File: config.mk
export PLATFORM = sky130hd
export DESIGN_NAME = fetch_sequencer
export DESIGN_NICKNAME = d
export VERILOG_FILES = /design/src/rtl/fetch_sequencer.sv
export SDC_FILE = /design/constraint.sdc
export NUM_CORES = 1
export LEC_CHECK = 0
export CORE_MARGIN = 2
export CORE_UTILIZATION = 40
export CTS_CLUSTER_SIZE = 20
export DETAILED_ROUTE_END_ITERATION = 10
export PLACE_DENSITY = 0.79
export SKIP_CTS_REPAIR_TIMING = 1
export SKIP_LAST_GASP = 1
export SYNTH_ARGS = -nofsm -noshare
export SYNTH_HDL_FRONTEND = slang
export SYNTH_SLANG_ARGS = --single-unit
File: constraint.sdc
create_clock -name i_clock -period 16.2 [get_ports i_clock]
set_clock_uncertainty 0.2 [all_clocks]
set_input_delay 3.24 -clock i_clock [delete_from_list [all_inputs] [get_ports i_clock]]
set_output_delay 3.24 -clock i_clock [all_outputs]
set_load 0.005 [all_outputs]
File: src/rtl/fetch_sequencer.sv
// fetch_sequencer: instruction-fetch controller between a one-cycle-latency
// synchronous instruction memory and the decode stage. Owns the PC, issues one
// word per cycle, parks an in-flight response in a one-entry skid buffer while
// the hazard unit stalls, redirects on taken branches and stops on HALT (32'h0).
// Optional build macro: FETCH_PERF_CNT_EN enables the two performance counters;
// without it o_perf_fetched / o_perf_stalls are tied to zero.
module fetch_sequencer #(
    parameter int ADDR_W     = 11,
    parameter int DATA_W     = 32,
    parameter int START_ADDR = 0
) (
    input  logic              i_clock,
    input  logic              i_reset,
    input  logic              i_start,
    input  logic              i_stall,
    input  logic              i_branch_taken,
    input  logic [ADDR_W-1:0] i_branch_target,
    output logic [ADDR_W-1:0] o_mem_addr,
    input  logic [DATA_W-1:0] i_mem_inst,
    output logic [DATA_W-1:0] o_inst_out,
    output logic [ADDR_W-1:0] o_pc_out,
    output logic              o_inst_valid,
    output logic              o_halted,
    output logic [31:0]       o_perf_fetched,
    output logic [31:0]       o_perf_stalls
);

    typedef enum logic [1:0] {
        S_IDLE   = 2'd0,
        S_RUN    = 2'd1,
        S_HALTED = 2'd2
    } state_t;

    localparam logic [ADDR_W-1:0] START_PC = ADDR_W'(START_ADDR);

    function automatic logic [ADDR_W-1:0] pc_inc(input logic [ADDR_W-1:0] a);
        return a + ADDR_W'(1);
    endfunction

    state_t              r_state;
    state_t              w_state_nxt;
    logic [ADDR_W-1:0]   r_pc;

    // stage 1: fetch issued last cycle, its word is on i_mem_inst now
    logic                r_pend_vld_p1;
    logic [ADDR_W-1:0]   r_pend_pc_p1;

    // skid entry: a stage-1 response caught while the output was frozen
    logic                r_skid_vld;
    logic [DATA_W-1:0]   r_skid_inst;
    logic [ADDR_W-1:0]   r_skid_pc;

    // stage 2: word presented to decode
    logic                r_vld_p2;
    logic [DATA_W-1:0]   r_inst_p2;
    logic [ADDR_W-1:0]   r_pc_p2;
    logic                r_halted;

    logic                w_cand_vld;
    logic [DATA_W-1:0]   w_cand_inst;
    logic [ADDR_W-1:0]   w_cand_pc;
    logic                w_issue;
    logic                w_load;
    logic                w_halt_load;
    logic [ADDR_W-1:0]   w_mem_addr;

    // The skid word is older than the stage-1 response, so it always goes first.
    assign w_cand_vld  = r_skid_vld | r_pend_vld_p1;
    assign w_cand_inst = r_skid_vld ? r_skid_inst : i_mem_inst;
    assign w_cand_pc   = r_skid_vld ? r_skid_pc   : r_pend_pc_p1;

    // Next state, issue decision, memory address and output-load decision
    always_comb begin
        w_state_nxt = r_state;
        w_issue     = 1'b0;
        w_load      = 1'b0;
        w_halt_load = 1'b0;
        w_mem_addr  = r_pc;
        case (r_state)
            S_IDLE: begin
                if (i_start) w_state_nxt = S_RUN;
            end
            S_RUN: begin
                if (!i_stall && !i_branch_taken) begin
                    w_load      = w_cand_vld;
                    w_halt_load = w_cand_vld && (w_cand_inst == '0);
                end
                // nothing is fetched past a HALT word
                if (!i_stall && !w_halt_load) begin
                    w_issue    = 1'b1;
                    w_mem_addr = i_branch_taken ? i_branch_target : r_pc;
                end
                if (w_halt_load) w_state_nxt = S_HALTED;
            end
            S_HALTED: ;
            default:  w_state_nxt = S_IDLE;
        endcase
    end

    // State, PC, stage-1 pending fetch, skid entry and stage-2 output registers
    always_ff @(posedge i_clock) begin
        if (i_reset) begin
            r_state       <= S_IDLE;
            r_pc          <= START_PC;
            r_pend_vld_p1 <= 1'b0;
            r_skid_vld    <= 1'b0;
            r_vld_p2      <= 1'b0;
            r_inst_p2     <= '0;
            r_pc_p2       <= '0;
            r_halted      <= 1'b0;
        end else begin
            r_state <= w_state_nxt;
            case (r_state)
                S_IDLE: begin
                    if (i_start) r_pc <= START_PC;
                end
                S_RUN: begin
                    if (i_branch_taken) begin
                        // squash everything in flight; refetch from the target
                        r_skid_vld    <= 1'b0;
                        r_vld_p2      <= 1'b0;
                        r_pend_vld_p1 <= w_issue;
                        r_pend_pc_p1  <= i_branch_target;
                        r_pc          <= i_stall ? i_branch_target : pc_inc(i_branch_target);
                    end else if (i_stall) begin
                        r_pend_vld_p1 <= 1'b0;
                        if (r_pend_vld_p1) begin
                            r_skid_vld  <= 1'b1;
                            r_skid_inst <= i_mem_inst;
                            r_skid_pc   <= r_pend_pc_p1;
                        end
                    end else begin
                        r_pend_vld_p1 <= w_issue;
                        r_pend_pc_p1  <= r_pc;
                        if (w_issue) r_pc <= pc_inc(r_pc);
                        r_vld_p2 <= w_load;
                        if (w_load) begin
                            r_inst_p2 <= w_cand_inst;
                            r_pc_p2   <= w_cand_pc;
                        end
                        // a skid word leaving while stage 1 is also live hands the slot over
                        if (r_skid_vld && r_pend_vld_p1 && !w_halt_load) begin
                            r_skid_inst <= i_mem_inst;
                            r_skid_pc   <= r_pend_pc_p1;
                        end else begin
                            r_skid_vld <= 1'b0;
                        end
                        if (w_halt_load) r_halted <= 1'b1;
                    end
                end
                S_HALTED: begin
                    if (!i_stall) r_vld_p2 <= 1'b0;
                end
                default: ;
            endcase
        end
    end

    assign o_mem_addr   = w_mem_addr;
    assign o_inst_out   = r_inst_p2;
    assign o_pc_out     = r_pc_p2;
    assign o_inst_valid = r_vld_p2;
    assign o_halted     = r_halted;

`ifdef FETCH_PERF_CNT_EN
    logic [31:0] r_perf_fetched;
    logic [31:0] r_perf_stalls;

    // Delivered-word and RUN-stall-cycle counters, free-running and wrapping
    always_ff @(posedge i_clock) begin
        if (i_reset) begin
            r_perf_fetched <= '0;
            r_perf_stalls  <= '0;
        end else begin
            if (w_load) r_perf_fetched <= r_perf_fetched + 32'd1;
            if ((r_state == S_RUN) && i_stall) r_perf_stalls <= r_perf_stalls + 32'd1;
        end
    end

    assign o_perf_fetched = r_perf_fetched;
    assign o_perf_stalls  = r_perf_stalls;
`else
    assign o_perf_fetched = '0;
    assign o_perf_stalls  = '0;
`endif

endmodule

==> flow_metrics.tcl <==
set metrics [dict create \
    max_slew_margin_pct 27.4 \
    gr-total-overflow 0 \
    area_growth_pct 27.4 \
    cp.required_ps 12760 \
    cts-buffers-inserted 17 \
    period_needed_ps 9300 \
    vdd_drop_max_v 0.0000754 \
    combPwrFrac_pct 8.0 \
    dpl_cell_area_mm2 0.00660 \
    fin_tns_setup_ps 0 \
    sequentialPowerShare_pct 42.1 \
    drive_gt1_share_pct 9.80 \
    async_flop_share_pct 0 \
    outcome "finished, final reports clean" \
    clock-sinks 114 \
    die_y_um 123 \
    critical-path-slowest-cell "nor2_1" \
    final_util_pct 52.0 \
    cp_max_fo 41 \
    clkPwrFrac_pct 49.9 \
    drtPass1Iterations 5 \
    place.gp.congestion 0.865 \
    hold_end "o_halted" \
    total_leakage_power_nw 2.42 \
    intPower_mw 0.578 \
    drc 0 \
    viasPerCell 4.96 \
    grt_max_degree 65 \
    syn-instance-count 532 \
    start_util_pct 40.8 \
    coreArea_mm2 0.0138 \
    fin_area_mm2 0.00719 \
    reg2reg_setup_slack_ps 12150 \
    worstMarginPinSlew_ps 1090 \
    final_hold_viol_count 0 \
    io_buffers 103 \
    maxCapViolCount 0 \
    drtIter0Drc 164 \
    path_clk_slew_ps 50 \
    fp-row-count 43 \
    clkLatencyLatePin_ps 410 \
    cts_root_buffer "clkbuf_16" \
    ios 168 \
    die_width_um 123 \
    min_from "o_halted" \
    crit_arrival_ps 5860 \
    p_sw_share_pct 21.8 \
    power_mw 0.738 \
    reg2reg_to "r_skid_pc[7]" \
    synth_top_area_share_pct 28.7 \
    wl_per_cell_um 15.3 \
    grt_pass1_vias 3925 \
    yosysSeqAreaShare_pct 50.0 \
    hold_class "reg2reg" \
    p_sw_mw 0.161 \
    htreeDepth 4 \
    via_count 4086 \
    ys_warn_count 0 \
    die-area_mm2 0.0151 \
    synth_ff_type "dfxtp_1" \
    worstPathCellList "clkdlybuf4s50_1, buf_4, nand2_1, nor2_1, mux2_2, clkdlybuf4s50_1" \
    grt_pass1_wl_mm 20.0 \
    antenna_found_initial 0 \
    timing.rr.start "r_skid_vld" \
    hpwl_mm 8.93 \
    post_synth.cell_area_avg_um2 10.6 \
    fin_crit_sh_pct 57.4 \
    synth.most_common_cell "buf_4" \
    yosysTopAreaCell "edfxtp_1" \
    slowest_delay_ps 790 \
    synth-seq-cells 114 \
    n_antenna_cell 0 \
    ant_nets 0 \
    netlist-cell-type-count 50 \
    synth_edf_count 54 \
    startpoint_type "input pin" \
    synth_area_leaders "edfxtp_1, dfxtp_1, mux2i_1" \
    crit_path_end_kind "output port" \
    syn_area_mm2 0.00564 \
    path_common_cell "clkdlybuf4s50_1" \
    rsz0062_at_grt "false" \
    grtUsageTotal_pct 17.3 \
    synth_common_cells "buf_4, dfxtp_1, nor2_1" \
    drt_wl_total_mm 12.6 \
    tritoncts "done" \
    ff2ff_path_depth 8 \
    finalSetupViolCount 0 \
    clockBufferDepth 2 \
    drv_slew 0 \
    fmax_mhz 108 \
    p_per_area_mw_per_mm2 103 \
    min_path_cells 2 \
    criticalPathCategory "in2out" \
    nNetsFinal 680 \
]
cell families after synthesis:
| kind of cell | share of synthesized area, % |
|---|---|
| compound gates | 11.1 |
| xor+xnor | 2.33 |
| fa+ha+maj | 0.443 |
| buf+inv | 11.0 |
| flops | 50.0 |
| mux | 12.0 |
| other cells | 0.0665 |
| simple gates | 13.0 |
per-stage QoR:
stage | setup WS, ps | hold WS, ps | cells
final | 6900 | 247 | 823
after detailed placement | 6900 | 243 | 791
after CTS | 6900 | 249 | 823
after global placement | 6970 | 234 | 791
after global routing | 6730 | 266 | 823
after floorplan | 7520 | 226 | 595
state kept, by name, indices dropped and copies added, names as in the netlist:
register	count
o_inst_out	32
r_skid_inst	32
o_pc_out	11
r_pc	11
r_pend_pc_p1	11
r_skid_pc	11
r_state	2
o_halted	1
o_inst_valid	1
r_pend_vld_p1	1
r_skid_vld	1
worst max path at each step:
stage / start / endpoint / depth (start not counted)
2_1_floorplan: i_reset / r_skid_inst[0] / 3
3_3_place_gp: i_branch_taken / o_mem_addr[4] / 6
3_5_place_dp: i_branch_taken / o_mem_addr[10] / 6
4_1_cts: i_branch_taken / o_mem_addr[7] / 6
5_1_grt: i_branch_taken / o_mem_addr[2] / 6
6_report: i_branch_taken / o_mem_addr[7] / 6
metal layers:
layer	vias to the layer above	track usage [%]	share of wire (%)	routed length [um]
li1	2016	-	-	-
met1	1938	22.1	45	5680
met2	115	27.8	48	6080
met3	17	4.18	4.6	574
met4	0	7.61	1.9	241
met5	-	0	0	0
layout make-up:
type,count,area [um2]
inverter,5,18.8
sequential,114,2820
clock buffer,23,489
tap,180,225
multi-input combinational,383,2460
timing repair buffer,109,1070
fill,1244,6640
clock inverter,9,101
power by group through the flow:
stage / Combinational (mW) / Clock [mW] / Sequential [mW]
after floorplan: 0.0417 / 0 / 0.315
after global placement: 0.0576 / 0 / 0.316
after detailed placement: 0.0583 / 0 / 0.317
after CTS: 0.0587 / 0.374 / 0.311
after global routing: 0.0657 / 0.388 / 0.311
final: 0.0587 / 0.368 / 0.311
worst max-delay path: cells and delay by family:
family	cells	cell delay, ps
simple gates	2	920
mux	1	420
buf+inv	3	1270
placed cells by master (no fill, tap or decap), types with 10 or more instances in the layout:
master             n
mux2i_1           51
dfxtp_1           59
clkbuf_16         18
nor4_1            10
nand2b_1          10
a211oi_1          45
clkdlybuf4s50_1  102
mux2_2            15
edfxtp_1          54
nand2_1           24
nand3_1           10
conb_1            64
nor2_1            58
(Power assumes the default switching activity.)
